[src/rtl/ctrl_pkg.sv]
// ctrl_pkg: shared definitions for the multi-cycle main control unit.
//   - state encodings (IDLE=0 .. ILLEGAL)
//   - opcode / func constants, alu_op codes, pc_source codes, alu_src_b codes
//   - ctrl_t: the packed bundle of control outputs produced per state
package ctrl_pkg;

    typedef enum logic [3:0] {
        IDLE      = 4'd0,
        FETCH     = 4'd1,
        DECODE    = 4'd2,
        MEM_ADDR  = 4'd3,
        MEM_READ  = 4'd4,
        MEM_WB    = 4'd5,
        MEM_WRITE = 4'd6,
        R_EXEC    = 4'd7,
        R_WB      = 4'd8,
        ADDI_EXEC = 4'd9,
        ADDI_WB   = 4'd10,
        BRANCH    = 4'd11,
        JUMP      = 4'd12,
        JR        = 4'd13,
        ILLEGAL   = 4'd14
    } state_t;

    localparam logic [2:0] OP_RTYPE = 3'b000;
    localparam logic [2:0] OP_ADDI  = 3'b001;
    localparam logic [2:0] OP_LW    = 3'b010;
    localparam logic [2:0] OP_SW    = 3'b011;
    localparam logic [2:0] OP_BEQ   = 3'b100;
    localparam logic [2:0] OP_BNE   = 3'b101;
    localparam logic [2:0] OP_J     = 3'b110;

    localparam logic [5:0] FUNC_JR  = 6'b001000;
    localparam logic [5:0] FUNC_ADD = 6'b100000;
    localparam logic [5:0] FUNC_SUB = 6'b100010;
    localparam logic [5:0] FUNC_AND = 6'b100100;
    localparam logic [5:0] FUNC_OR  = 6'b100101;
    localparam logic [5:0] FUNC_SLT = 6'b101010;

    localparam logic [1:0] ALU_ADD  = 2'b00;
    localparam logic [1:0] ALU_SUB  = 2'b01;
    localparam logic [1:0] ALU_FUNC = 2'b10;

    localparam logic [1:0] PC_ALU    = 2'b00;
    localparam logic [1:0] PC_ALUOUT = 2'b01;
    localparam logic [1:0] PC_JUMP   = 2'b10;
    localparam logic [1:0] PC_RS     = 2'b11;

    localparam logic [1:0] ALUB_REG   = 2'b00;
    localparam logic [1:0] ALUB_FOUR  = 2'b01;
    localparam logic [1:0] ALUB_IMM   = 2'b10;
    localparam logic [1:0] ALUB_SHIMM = 2'b11;

    typedef struct packed {
        logic       pc_write;
        logic       pc_write_cond;
        logic       branch_ne;
        logic [1:0] pc_source;
        logic       iord;
        logic       mem_read;
        logic       mem_write;
        logic       ir_write;
        logic       mem_to_reg;
        logic       reg_dst;
        logic       reg_write;
        logic       alu_src_a;
        logic [1:0] alu_src_b;
        logic [1:0] alu_op;
        logic       illegal;
    } ctrl_t;

    // R-type funcs that go through the ALU execute/writeback path
    function automatic logic is_alu_func(input logic [5:0] f);
        return (f == FUNC_ADD) || (f == FUNC_SUB) || (f == FUNC_AND) ||
               (f == FUNC_OR)  || (f == FUNC_SLT);
    endfunction

    // States whose exit retires an instruction
    function automatic logic is_terminal(input state_t s);
        return (s == MEM_WB) || (s == MEM_WRITE) || (s == R_WB) ||
               (s == ADDI_WB) || (s == BRANCH) || (s == JUMP) || (s == JR);
    endfunction

endpackage

[src/rtl/ctrl_out_decode.sv]
// ctrl_out_decode: pure state-to-control-outputs decoder.
//   state     : current FSM state
//   is_bne    : latched branch flavour (1 = bne) used in BRANCH
//   mem_ready : (MEM_WAIT_EN only) memory handshake; gates the write strobes
//               of FETCH and MEM_WRITE
//   ctrl      : every datapath select / enable; unlisted fields are 0
module ctrl_out_decode
    import ctrl_pkg::*;
(
    input  state_t state,
    input  logic   is_bne,
`ifdef MEM_WAIT_EN
    input  logic   mem_ready,
`endif
    output ctrl_t  ctrl
);

    logic wr_ok;
`ifdef MEM_WAIT_EN
    assign wr_ok = mem_ready;
`else
    assign wr_ok = 1'b1;
`endif

    always_comb begin
        ctrl = '0;
        case (state)
            FETCH: begin
                ctrl.mem_read  = 1'b1;
                ctrl.ir_write  = wr_ok;
                ctrl.alu_src_b = ALUB_FOUR;
                ctrl.alu_op    = ALU_ADD;
                ctrl.pc_write  = wr_ok;
                ctrl.pc_source = PC_ALU;
            end
            DECODE: begin
                // branch target into ALUOut
                ctrl.alu_src_b = ALUB_SHIMM;
                ctrl.alu_op    = ALU_ADD;
            end
            MEM_ADDR, ADDI_EXEC: begin
                ctrl.alu_src_a = 1'b1;
                ctrl.alu_src_b = ALUB_IMM;
                ctrl.alu_op    = ALU_ADD;
            end
            MEM_READ: begin
                ctrl.mem_read = 1'b1;
                ctrl.iord     = 1'b1;
            end
            MEM_WB: begin
                ctrl.reg_write  = 1'b1;
                ctrl.mem_to_reg = 1'b1;
            end
            MEM_WRITE: begin
                ctrl.mem_write = wr_ok;
                ctrl.iord      = 1'b1;
            end
            R_EXEC: begin
                ctrl.alu_src_a = 1'b1;
                ctrl.alu_src_b = ALUB_REG;
                ctrl.alu_op    = ALU_FUNC;
            end
            R_WB: begin
                ctrl.reg_write = 1'b1;
                ctrl.reg_dst   = 1'b1;
            end
            ADDI_WB: ctrl.reg_write = 1'b1;
            BRANCH: begin
                ctrl.alu_src_a     = 1'b1;
                ctrl.alu_src_b     = ALUB_REG;
                ctrl.alu_op        = ALU_SUB;
                ctrl.pc_write_cond = 1'b1;
                ctrl.pc_source     = PC_ALUOUT;
                ctrl.branch_ne     = is_bne;
            end
            JUMP: begin
                ctrl.pc_write  = 1'b1;
                ctrl.pc_source = PC_JUMP;
            end
            JR: begin
                ctrl.pc_write  = 1'b1;
                ctrl.pc_source = PC_RS;
            end
            ILLEGAL: ctrl.illegal = 1'b1;
            default: ctrl = '0;
        endcase
    end

endmodule

[src/rtl/multicycle_control.sv]
// multicycle_control: multi-cycle main control FSM (fetch/decode/execute/
// memory/writeback) for the 32-bit datapath.
//   clk, reset (async, active high), opcode/func (sampled in DECODE only),
//   zero (consumed by the datapath's branch gate, not by the FSM)
//   outputs: all datapath selects/enables (Moore), illegal pulse,
//   instret retired-instruction counter, state_o debug view.
// Optional build macro MEM_WAIT_EN adds a mem_ready input; FETCH, MEM_READ
// and MEM_WRITE then stall until mem_ready=1.
module multicycle_control
    import ctrl_pkg::*;
#(
    parameter int INSTRET_W = 32
) (
    input  logic                 clk,
    input  logic                 reset,
    input  logic [2:0]           opcode,
    input  logic [5:0]           func,
    input  logic                 zero,
`ifdef MEM_WAIT_EN
    input  logic                 mem_ready,
`endif
    output logic                 pc_write,
    output logic                 pc_write_cond,
    output logic                 branch_ne,
    output logic [1:0]           pc_source,
    output logic                 iord,
    output logic                 mem_read,
    output logic                 mem_write,
    output logic                 ir_write,
    output logic                 mem_to_reg,
    output logic                 reg_dst,
    output logic                 reg_write,
    output logic                 alu_src_a,
    output logic [1:0]           alu_src_b,
    output logic [1:0]           alu_op,
    output logic                 illegal,
    output logic [INSTRET_W-1:0] instret,
    output logic [3:0]           state_o
);

    state_t     state, next;
    logic [2:0] op_q;   // opcode captured in DECODE; later states use this
    logic       mem_ok;
    ctrl_t      ctrl;

    // zero only qualifies pc_write_cond inside the datapath
    logic unused_zero;
    assign unused_zero = zero;

`ifdef MEM_WAIT_EN
    assign mem_ok = mem_ready;
`else
    assign mem_ok = 1'b1;
`endif

    always_ff @(posedge clk or posedge reset) begin
        if (reset) begin
            state   <= IDLE;
            op_q    <= '0;
            instret <= '0;
        end else begin
            state <= next;
            if (state == DECODE)
                op_q <= opcode;
            // MEM_WRITE may be stalled; count only on the edge it leaves
            if (is_terminal(state) && (state != MEM_WRITE || mem_ok))
                instret <= instret + INSTRET_W'(1);
        end
    end

    always_comb begin
        next = state;
        case (state)
            IDLE:   next = FETCH;
            FETCH:  if (mem_ok) next = DECODE;
            DECODE: begin
                case (opcode)
                    OP_RTYPE: begin
                        if (func == FUNC_JR)       next = JR;
                        else if (is_alu_func(func)) next = R_EXEC;
                        else                        next = ILLEGAL;
                    end
                    OP_ADDI:       next = ADDI_EXEC;
                    OP_LW, OP_SW:  next = MEM_ADDR;
                    OP_BEQ, OP_BNE: next = BRANCH;
                    OP_J:          next = JUMP;
                    default:       next = ILLEGAL;
                endcase
            end
            MEM_ADDR:  next = (op_q == OP_SW) ? MEM_WRITE : MEM_READ;
            MEM_READ:  if (mem_ok) next = MEM_WB;
            MEM_WRITE: if (mem_ok) next = FETCH;
            R_EXEC:    next = R_WB;
            ADDI_EXEC: next = ADDI_WB;
            MEM_WB, R_WB, ADDI_WB, BRANCH, JUMP, JR, ILLEGAL: next = FETCH;
            default:   next = IDLE;
        endcase
    end

    ctrl_out_decode u_dec (
        .state     (state),
        .is_bne    (op_q == OP_BNE),
`ifdef MEM_WAIT_EN
        .mem_ready (mem_ready),
`endif
        .ctrl      (ctrl)
    );

    assign pc_write      = ctrl.pc_write;
    assign pc_write_cond = ctrl.pc_write_cond;
    assign branch_ne     = ctrl.branch_ne;
    assign pc_source     = ctrl.pc_source;
    assign iord          = ctrl.iord;
    assign mem_read      = ctrl.mem_read;
    assign mem_write     = ctrl.mem_write;
    assign ir_write      = ctrl.ir_write;
    assign mem_to_reg    = ctrl.mem_to_reg;
    assign reg_dst       = ctrl.reg_dst;
    assign reg_write     = ctrl.reg_write;
    assign alu_src_a     = ctrl.alu_src_a;
    assign alu_src_b     = ctrl.alu_src_b;
    assign alu_op        = ctrl.alu_op;
    assign illegal       = ctrl.illegal;
    assign state_o       = state;

endmodule

[config.mk]
export PLATFORM = sky130hd
export DESIGN_NAME = multicycle_control
export DESIGN_NICKNAME = d
export VERILOG_FILES = /design/src/rtl/ctrl_pkg.sv /design/src/rtl/ctrl_out_decode.sv /design/src/rtl/multicycle_control.sv
export SDC_FILE = /design/constraint.sdc
export NUM_CORES = 1
export LEC_CHECK = 0
export ABC_CLOCK_PERIOD_IN_PS = 3600
export BUFFER_PORTS_ARGS = -buffer_cell sky130_fd_sc_hd__buf_2
export CAP_MARGIN = 20
export CORE_MARGIN = 2
export CORE_UTILIZATION = 50
export DETAILED_ROUTE_END_ITERATION = 10
export PLACE_DENSITY = 0.76
export SYNTH_ARGS = -nofsm -noshare
export SYNTH_HDL_FRONTEND = slang
export SYNTH_SLANG_ARGS = --single-unit
[constraint.sdc]
create_clock -name clk -period 3.6 [get_ports clk]
set_input_delay 0.36 -clock clk [delete_from_list [all_inputs] [get_ports clk]]
set_output_delay 0.36 -clock clk [all_outputs]
set_load 0.05 [all_outputs]
* Yosys cells after proc, flatten, opt, wreduce, memory -nomap -nowiden
Cells that the tools add are included.
Word-level totals: register bits after elaboration 39, latch bits 0, RAM bits 0, bits in read-only memories 0, bits of input ports 12, output and inout bits 54, word-level logic and storage cells 71, memories kept 0
Cells by class: add/subtract/negate cells 1, multiply operators 0, divide/modulo/power cells 0, $lt $le $gt $ge 0, equal/unequal tests 28, shifts and indexed selects 0, mux-type cells 18, bitwise logic cells 0, reductions and logical operators 21
Operators by type and width (number):
- case mux 4 bit (5 select lines) | 2
- adder 32 x 1 -> 32 bit, second input constant | 1
- equality test 6 bit, second input constant | 5
- equality test 4 bit, second input constant | 7
- case mux 4 bit (7 select lines) | 1
- equality test 4 x 3 -> 1 bit, second input constant | 4
- equality test 3 bit, second input constant | 4
- logical OR 1 bit | 10
- 2-to-1 mux 1 bit | 10
- OR reduction 2 bit | 5
- equality test 3 x 2 -> 1 bit, second input constant | 3
- OR reduction 9 bit | 1
- equality test 4 x 2 -> 1 bit, second input constant | 2
- 2-to-1 mux 4 bit | 2
- equality test 6 x 4 -> 1 bit, second input constant | 1
- case mux 2 bit (3 select lines) | 1
- OR reduction 3 bit | 2
- equality test 4 x 1 -> 1 bit, second input constant | 1
- zero test 4 bit | 1
- 2-to-1 mux 2 bit | 2
- OR reduction 4 bit | 1
- equality test 3 x 1 -> 1 bit, second input constant | 1
- zero test 3 bit | 1

* Logic depth before layout (Yosys ltp)
Gate-level depths: netlist of run 1.
depth in word-level cells 9, mapped depth 7, mapped depth without buffers 5

* By module
From an unflattened synthesis of run 1, not the netlist that was laid out.
Unflattened totals: cell total of the unflattened synthesis 214, area total of the unflattened synthesis 2172.1 um2
By module, submodules not included:
- multicycle_control | instances 1, cells an instance 182, area an instance 1966.9 um2, sequential area each 975.9 um2
- ctrl_out_decode | instances 1, cells an instance 32, area an instance 205.2 um2, sequential area each 0.0 um2

* Worst setup path before layout of run 1
No wires, ideal clock.
kind register to output, from reg state[0], in the netlist state_o[0], to out branch_ne, arrival time 2.693 ns, data required time 3.240 ns, slack 0.547 ns, stages on the path, launching flop included 5, buffers on the path 2, cells stage by stage dfrtp_1 > buf_6 > clkbuf_1 > nand2_1 > nor4_1
On the way: cells in the longest elaborated chain, start to end 2
Ends and longest elaborated chain:
- from (decl) | line multicycle_control.sv:41 | state_t state, next;
- from (signal assigned) | line multicycle_control.sv:62 | state <= next;
- equality test 4 bit | line ctrl_out_decode.sv:27 | case (state)
- 2-to-1 mux 2 bit | line ctrl_out_decode.sv:27
- to (decl) | line multicycle_control.sv:24 | output logic branch_ne,
No other way between the ends.

* Final worst setup path of run 1
from reg state[1], in the netlist state_o[1], to out alu_src_b[0]
On the way: cells in the longest elaborated chain, start to end 3, elaborated cells between the ends (all ways) 8, classes of those cells eq/ne: 6; mux: 1; reduce/logical: 1
Ends and longest elaborated chain:
- equality test 4 x 2 -> 1 bit or equality test 4 bit (tied branches) | line ctrl_out_decode.sv:27
- OR reduction 2 bit | line ctrl_out_decode.sv:27
- case mux 4 bit (5 select lines) (*) | line ctrl_out_decode.sv:27
- to (decl) | line multicycle_control.sv:34 | output logic [1:0] alu_src_b,
Mark *: on every way between the ends. The rest lies on a longest branch, timed or not.

==> results.toml, run 1 <==
[place]
pre_cts_ws_ns = 1.30
place_congestion = 0.789
place_hpwl_um = 3580
port_buffers = 64
placed_area_mm2 = 0.00254

[yosys]
synth.distinct_cells = 44
synth_top_cell_by_area = "dfrtp_1"
synth_area_leaders = "dfrtp_1, xnor2_1, xor2_1, nand3_1, nor4_1"
mappedNetlistArea_mm2 = 0.00217
ys_seq_elements = 39
syn_inst = 220
synth_edf_count = 0
synth.yosys.seq_area_share = 0.450
synth_ff_type = "dfrtp_1"
yosysMostFrequentCell = "dfrtp_1"
syn_area_per_cell_um2 = 9.85
yosys_warnings = 0
yosys-top-cells-count = "dfrtp_1, nand3_1, xnor2_1, xor2_1, nand2_1"
synth_nets = 233
synth_top_area_share = 0.450
synthArstFlopShare = 1.00

[sta]
worstMarginPinSlew_ns = 0.702
max_slew_margin = 0.529
min_period_ns = 2.60
fin_tns_setup_ns = 0
max_freq_mhz = 385
drv_slew = 0
hold_violations = 0
setup_violations = 0
timing.hold.ws_ns = 0.125
rsz0062_at_grt = "false"
fin_crit_sh = 0.721
worst_slack_ns = 1.00
skew_ns = 0.00396

[global_route]
grt.met1_usage = 0.282
grt-ovfl-total = 0
grt_max_degree = 23
antenna_found_initial = 0
grt_pass1_wl_um = 8270
use_met3 = 0.0451
busiest_layer = "met2"
grt_pass1_vias = 1721
use_met2 = 0.332
grt_use_total = 0.208

[drt]
drtPass1Iterations = 4
drt-total-wl_um = 4850
drc = 0
antenna_left = 0
drtIter0Drc = 90
post_drt_wl_per_cell_um = 14.4
via_per_inst = 5.49
vias = 1846

[setup_path]
end_kind = "output pin"
critical_path_arrival_ns = 2.24
crit_type = "flop to output pin"
critPathLaunchType = "flop"
required_ns = 3.24
crit_fanout = 22

[finish]
antenna_cells = 0
area_delta_synth_final_pct = 22.7
drive_above_1_share = 0.308
fin_nets = 298
stdcell_area_mm2 = 0.00266
n_fill_cell = 353

[clock_tree]
ctsResizeCount = 0
clk_pin_slew_ns = 0.07
post_cts_buffers = 0
cts_tree = "built"
worst_skew_pair.late_latency_ns = 0.29
cts_made_buffers = 5
htreeDepth = 2
ctsHoldBuffers = 0
cts_buffer_depth = 2
cts_sinks = 39
root_buffer = "clkbuf_8"

[power]
p_int_mw = 1.00
power.density_mw_per_mm2 = 775
swShare = 0.513
peakVddDrop_v = 0.000613
p_leak_nw = 1.37
pwr-share-seq = 0.335
clkPwrFrac = 0.182
comb_power_share = 0.483
p_switching_mw = 1.06

[floorplanning]
die_h_um = 69.8
core.rowCount = 23
ioPinCount = 66
core_area_mm2 = 0.00409
start_util = 0.530
die_x_um = 69.8
dieArea_mm2 = 0.00488

[worst_hold_path]
hold_class = "input pin to asynchronous set/reset pin"

[run]
cap_violations = 0

[run_status]
status = "finished clean"
==> placed cells by master (no fill, tap or decap), drive strengths merged, types with 2 or more instances in the layout <==
cell type,instances
a21oi,5
a31oi,2
and3,6
buf,67
clkbuf,6
dfrtp,39
inv,7
mux2,4
nand2,15
nand2b,6
nand3,21
nand4,7
nand4b,2
nor2,13
nor2b,2
nor3,11
nor4,12
nor4b,2
o211ai,2
o21ai,5
or3,3
xnor2,16
xor2,16
==> area by class of cell <==
class,instances,area [um2],share of cell area
repair buffers,67,363,0.136
well taps,50,62.6,0.0235
inverters,7,26.3,0.00988
clock inverters,2,35.0,0.0132
multi-input cells,165,1110,0.419
flip-flops and latches,39,976,0.367
clock buffers,6,82.6,0.0310
==> power groups by stage <==
stage | clock network [mW] | registers (mW) | logic (mW)
5_1_grt | 0.401 | 0.715 | 1.06
3_5_place_dp | 0 | 0.697 | 1.00
4_1_cts | 0.384 | 0.689 | 1.00
6_report | 0.375 | 0.690 | 0.997
3_3_place_gp | 0 | 0.692 | 0.981
2_1_floorplan | 0 | 0.777 | 0.721
==> critical path, stage by stage, from the launching register on <==
cell      delay [ns]
dfrtp_1         0.75
nand2b_1        0.18
nor3_1          0.58
nand2b_1        0.18
buf_2           0.26
==> kinds of logic (layout without fill, tap and decap cells) <==
| logic type | Yosys count | in the layout | synth area share |
|---|---|---|---|
| buf+inv | 16 | 82 | 0.0352 |
| fa+ha+maj | 1 | 1 | 0.00577 |
| simple gates | 105 | 105 | 0.284 |
| compound gates | 22 | 22 | 0.0699 |
| xor+xnor | 32 | 32 | 0.129 |
| mux | 5 | 5 | 0.0254 |
| flops | 39 | 39 | 0.450 |
==> sequential cells by signal, summed over array words and instances, names as in the netlist <==
register and flops:
instret 32, op_q 3, state_o 4
==> metal layers <==
metal / wire length, um / share of wire
met1: 2260 / 0.47
met3: 230 / 0.047
met5: 0 / 0
met2: 2320 / 0.48
met4: 42 / 0.0087
==> final timing paths <==
check	end	depth (start not counted)	from	slack [ns]
max	alu_src_b[0]	4	state_o[1]	1.00
min	instret[26]	2	reset	0.13
max reg2reg	instret[12]	5	state_o[1]	1.29
min reg2reg	instret[31]	1	instret[31]	0.46
max in group asynchronous	instret[10]	3	reset	2.94
min in group clk	op_q[0]	2	opcode[0]	0.36
==> through the flow <==
| step | total power, mW | std cells | util |
|---|---|---|---|
| after floorplan | 1.50 | 220 | - |
| after global placement | 1.67 | 327 | 0.615 |
| after detailed placement | 1.70 | 328 | 0.622 |
| after CTS | 2.08 | 336 | 0.651 |
| after global routing | 2.18 | 336 | 0.651 |
| final | 2.06 | 336 | 0.651 |
No activity file was read; power rests on OpenSTA's default activity.
==> run 2, diff against run 1 <==
Settings changed: ABC_CLOCK_PERIOD_IN_PS 3600 to 2520.
Clock period 3.6 ns to 2.52 ns, I/O delays scaled along.
==> run 2 against run 1 <==
Flip-flop and latch count unchanged. Final area decreased by 0.56%. Clock skew rose by 0.0027 ns. Critical path type unchanged. Critical endpoint is now mem_read.
==> results.toml, run 2 (synthesized netlist as in run 1, its figures left out) <==
[sta]
max_freq_mhz = 467
setup_violations = 0
fin_crit_sh = 0.850
fin_tns_setup_ns = 0
hold_violations = 0
skew_ns = 0.00669
worstMarginPinSlew_ns = 0.523
rsz0062_at_grt = "false"
drv_slew = 0
min_period_ns = 2.14
worst_slack_ns = 0.379
max_slew_margin = 0.649

[place]
placed_cells = 332
place_congestion = 0.822
placed_area_mm2 = 0.00256
pre_cts_ws_ns = 0.521
port_buffers = 64
place_hpwl_um = 3460

[run]
cap_violations = 0

[setup_path]
path_cells = "buf_4 -> nand2b_1 -> or3_1 -> o21ai_0 -> buf_2"
end_kind = "output pin"
cp_slowest_cell = "or3_1"
required_ns = 2.27
crit_type = "flop to output pin"
critPathLaunchType = "flop"
crit_fanout = 17
critical_path_arrival_ns = 1.89
cp_slowest_stage_delay_ns = 0.41

[drt]
drt-total-wl_um = 4620
antenna_left = 0
via_per_inst = 5.46
vias = 1856
drtIter0Drc = 80
post_drt_wl_per_cell_um = 13.6
drtPass1Iterations = 4
drc = 0

[global_route]
use_met2 = 0.329
grt_max_degree = 40
antenna_found_initial = 0
grt_use_total = 0.194
grt_pass1_wl_um = 7800
grt.met1_usage = 0.258
grt-ovfl-total = 0
busiest_layer = "met2"
use_met3 = 0.0422
grt_pass1_vias = 1672

[finish]
n_fill_cell = 348
final_cell_mix = "buf_2, dfrtp_1, nand3_1, xor2_1, xnor2_1"
top_register = "instret"
post-route-util = 0.647
area_delta_synth_final_pct = 22.1
largest_reg_flops = 32
final_common_cell = "buf_2"
layout.cells.non_filler = 340
fin_nets = 302
drive_above_1_share = 0.317
stdcell_area_mm2 = 0.00265
antenna_cells = 0

[power]
p_leak_nw = 1.37
p_int_mw = 1.35
swShare = 0.526
pwr-share-seq = 0.309
p_switching_mw = 1.50
comb_power_share = 0.553
clkPwrFrac = 0.138
peakVddDrop_v = 0.000897
power.density_mw_per_mm2 = 1080

[floorplanning]
die_h_um = 69.8
ioPinCount = 66
dieArea_mm2 = 0.00488
core.rowCount = 23
die_x_um = 69.8
start_util = 0.530
core_area_mm2 = 0.00409

[clock_tree]
cts_made_buffers = 5
cts_buffer_depth = 2
htreeDepth = 2
root_buffer = "clkbuf_8"
cts_sinks = 39
worst_skew_pair.late_latency_ns = 0.28
ctsHoldBuffers = 0
clk_pin_slew_ns = 0.07
cts_tree = "built"
post_cts_buffers = 0
ctsResizeCount = 0

[run_status]
status = "finished clean"

[worst_hold_path]
hold_class = "input pin to asynchronous set/reset pin"
## run 2: area by class of cell
type,count,area [um2],area share
clock inverters,1,5.00,0.00189
multi-input cells,165,1130,0.426
repair buffers,71,373,0.141
well taps,50,62.6,0.0237
flip-flops and latches,39,976,0.369
inverters,7,26.3,0.00993
clock buffers,7,76.3,0.0289
## run 2: path summary, 6_finish.rpt
kind                               end  slack (ns)  depth (start not counted)   startpoint
max reg2reg                instret[31]        0.52                          6   state_o[0]
max                           mem_read        0.38                          5   state_o[0]
max in group asynchronous   instret[3]        2.10                          3        reset
min in group clk               op_q[0]        0.27                          2    opcode[0]
min                        instret[26]        0.08                          3        reset
min reg2reg                instret[31]        0.48                          1  instret[31]
## run 2: worst max-delay path, delay by kind of cell, from the launching register on
kind                   cells  cell delay (ns)
DFF                        1             0.39
AOI/OAI and AO/OA          1             0.09
and+or+nand+nor            2             0.61
buffers and inverters      2             0.51
## run 2: per-layer routing
layer,vias up,routed length [um]
li1,928,-
met1,884,2130
met2,42,2290
met3,2,180
met4,0,24
met5,-,0
## run 2: stage by stage
step / hold WS (ns) / power (mW)
4_1_cts: 0.0933 / 2.88
2_1_floorplan: 0.404 / 2.15
5_1_grt: 0.131 / 3.03
3_5_place_dp: 0.398 / 2.48
6_report: 0.0756 / 2.86
3_3_place_gp: 0.390 / 2.45
## run 2: power groups by stage
stage / sequential [mW] / clock [mW] / combinational, mW
6_report: 0.883 / 0.393 / 1.58
5_1_grt: 0.906 / 0.432 / 1.70
4_1_cts: 0.882 / 0.408 / 1.59
3_5_place_dp: 0.894 / 0 / 1.58
3_3_place_gp: 0.887 / 0 / 1.56
2_1_floorplan: 1.11 / 0 / 1.04
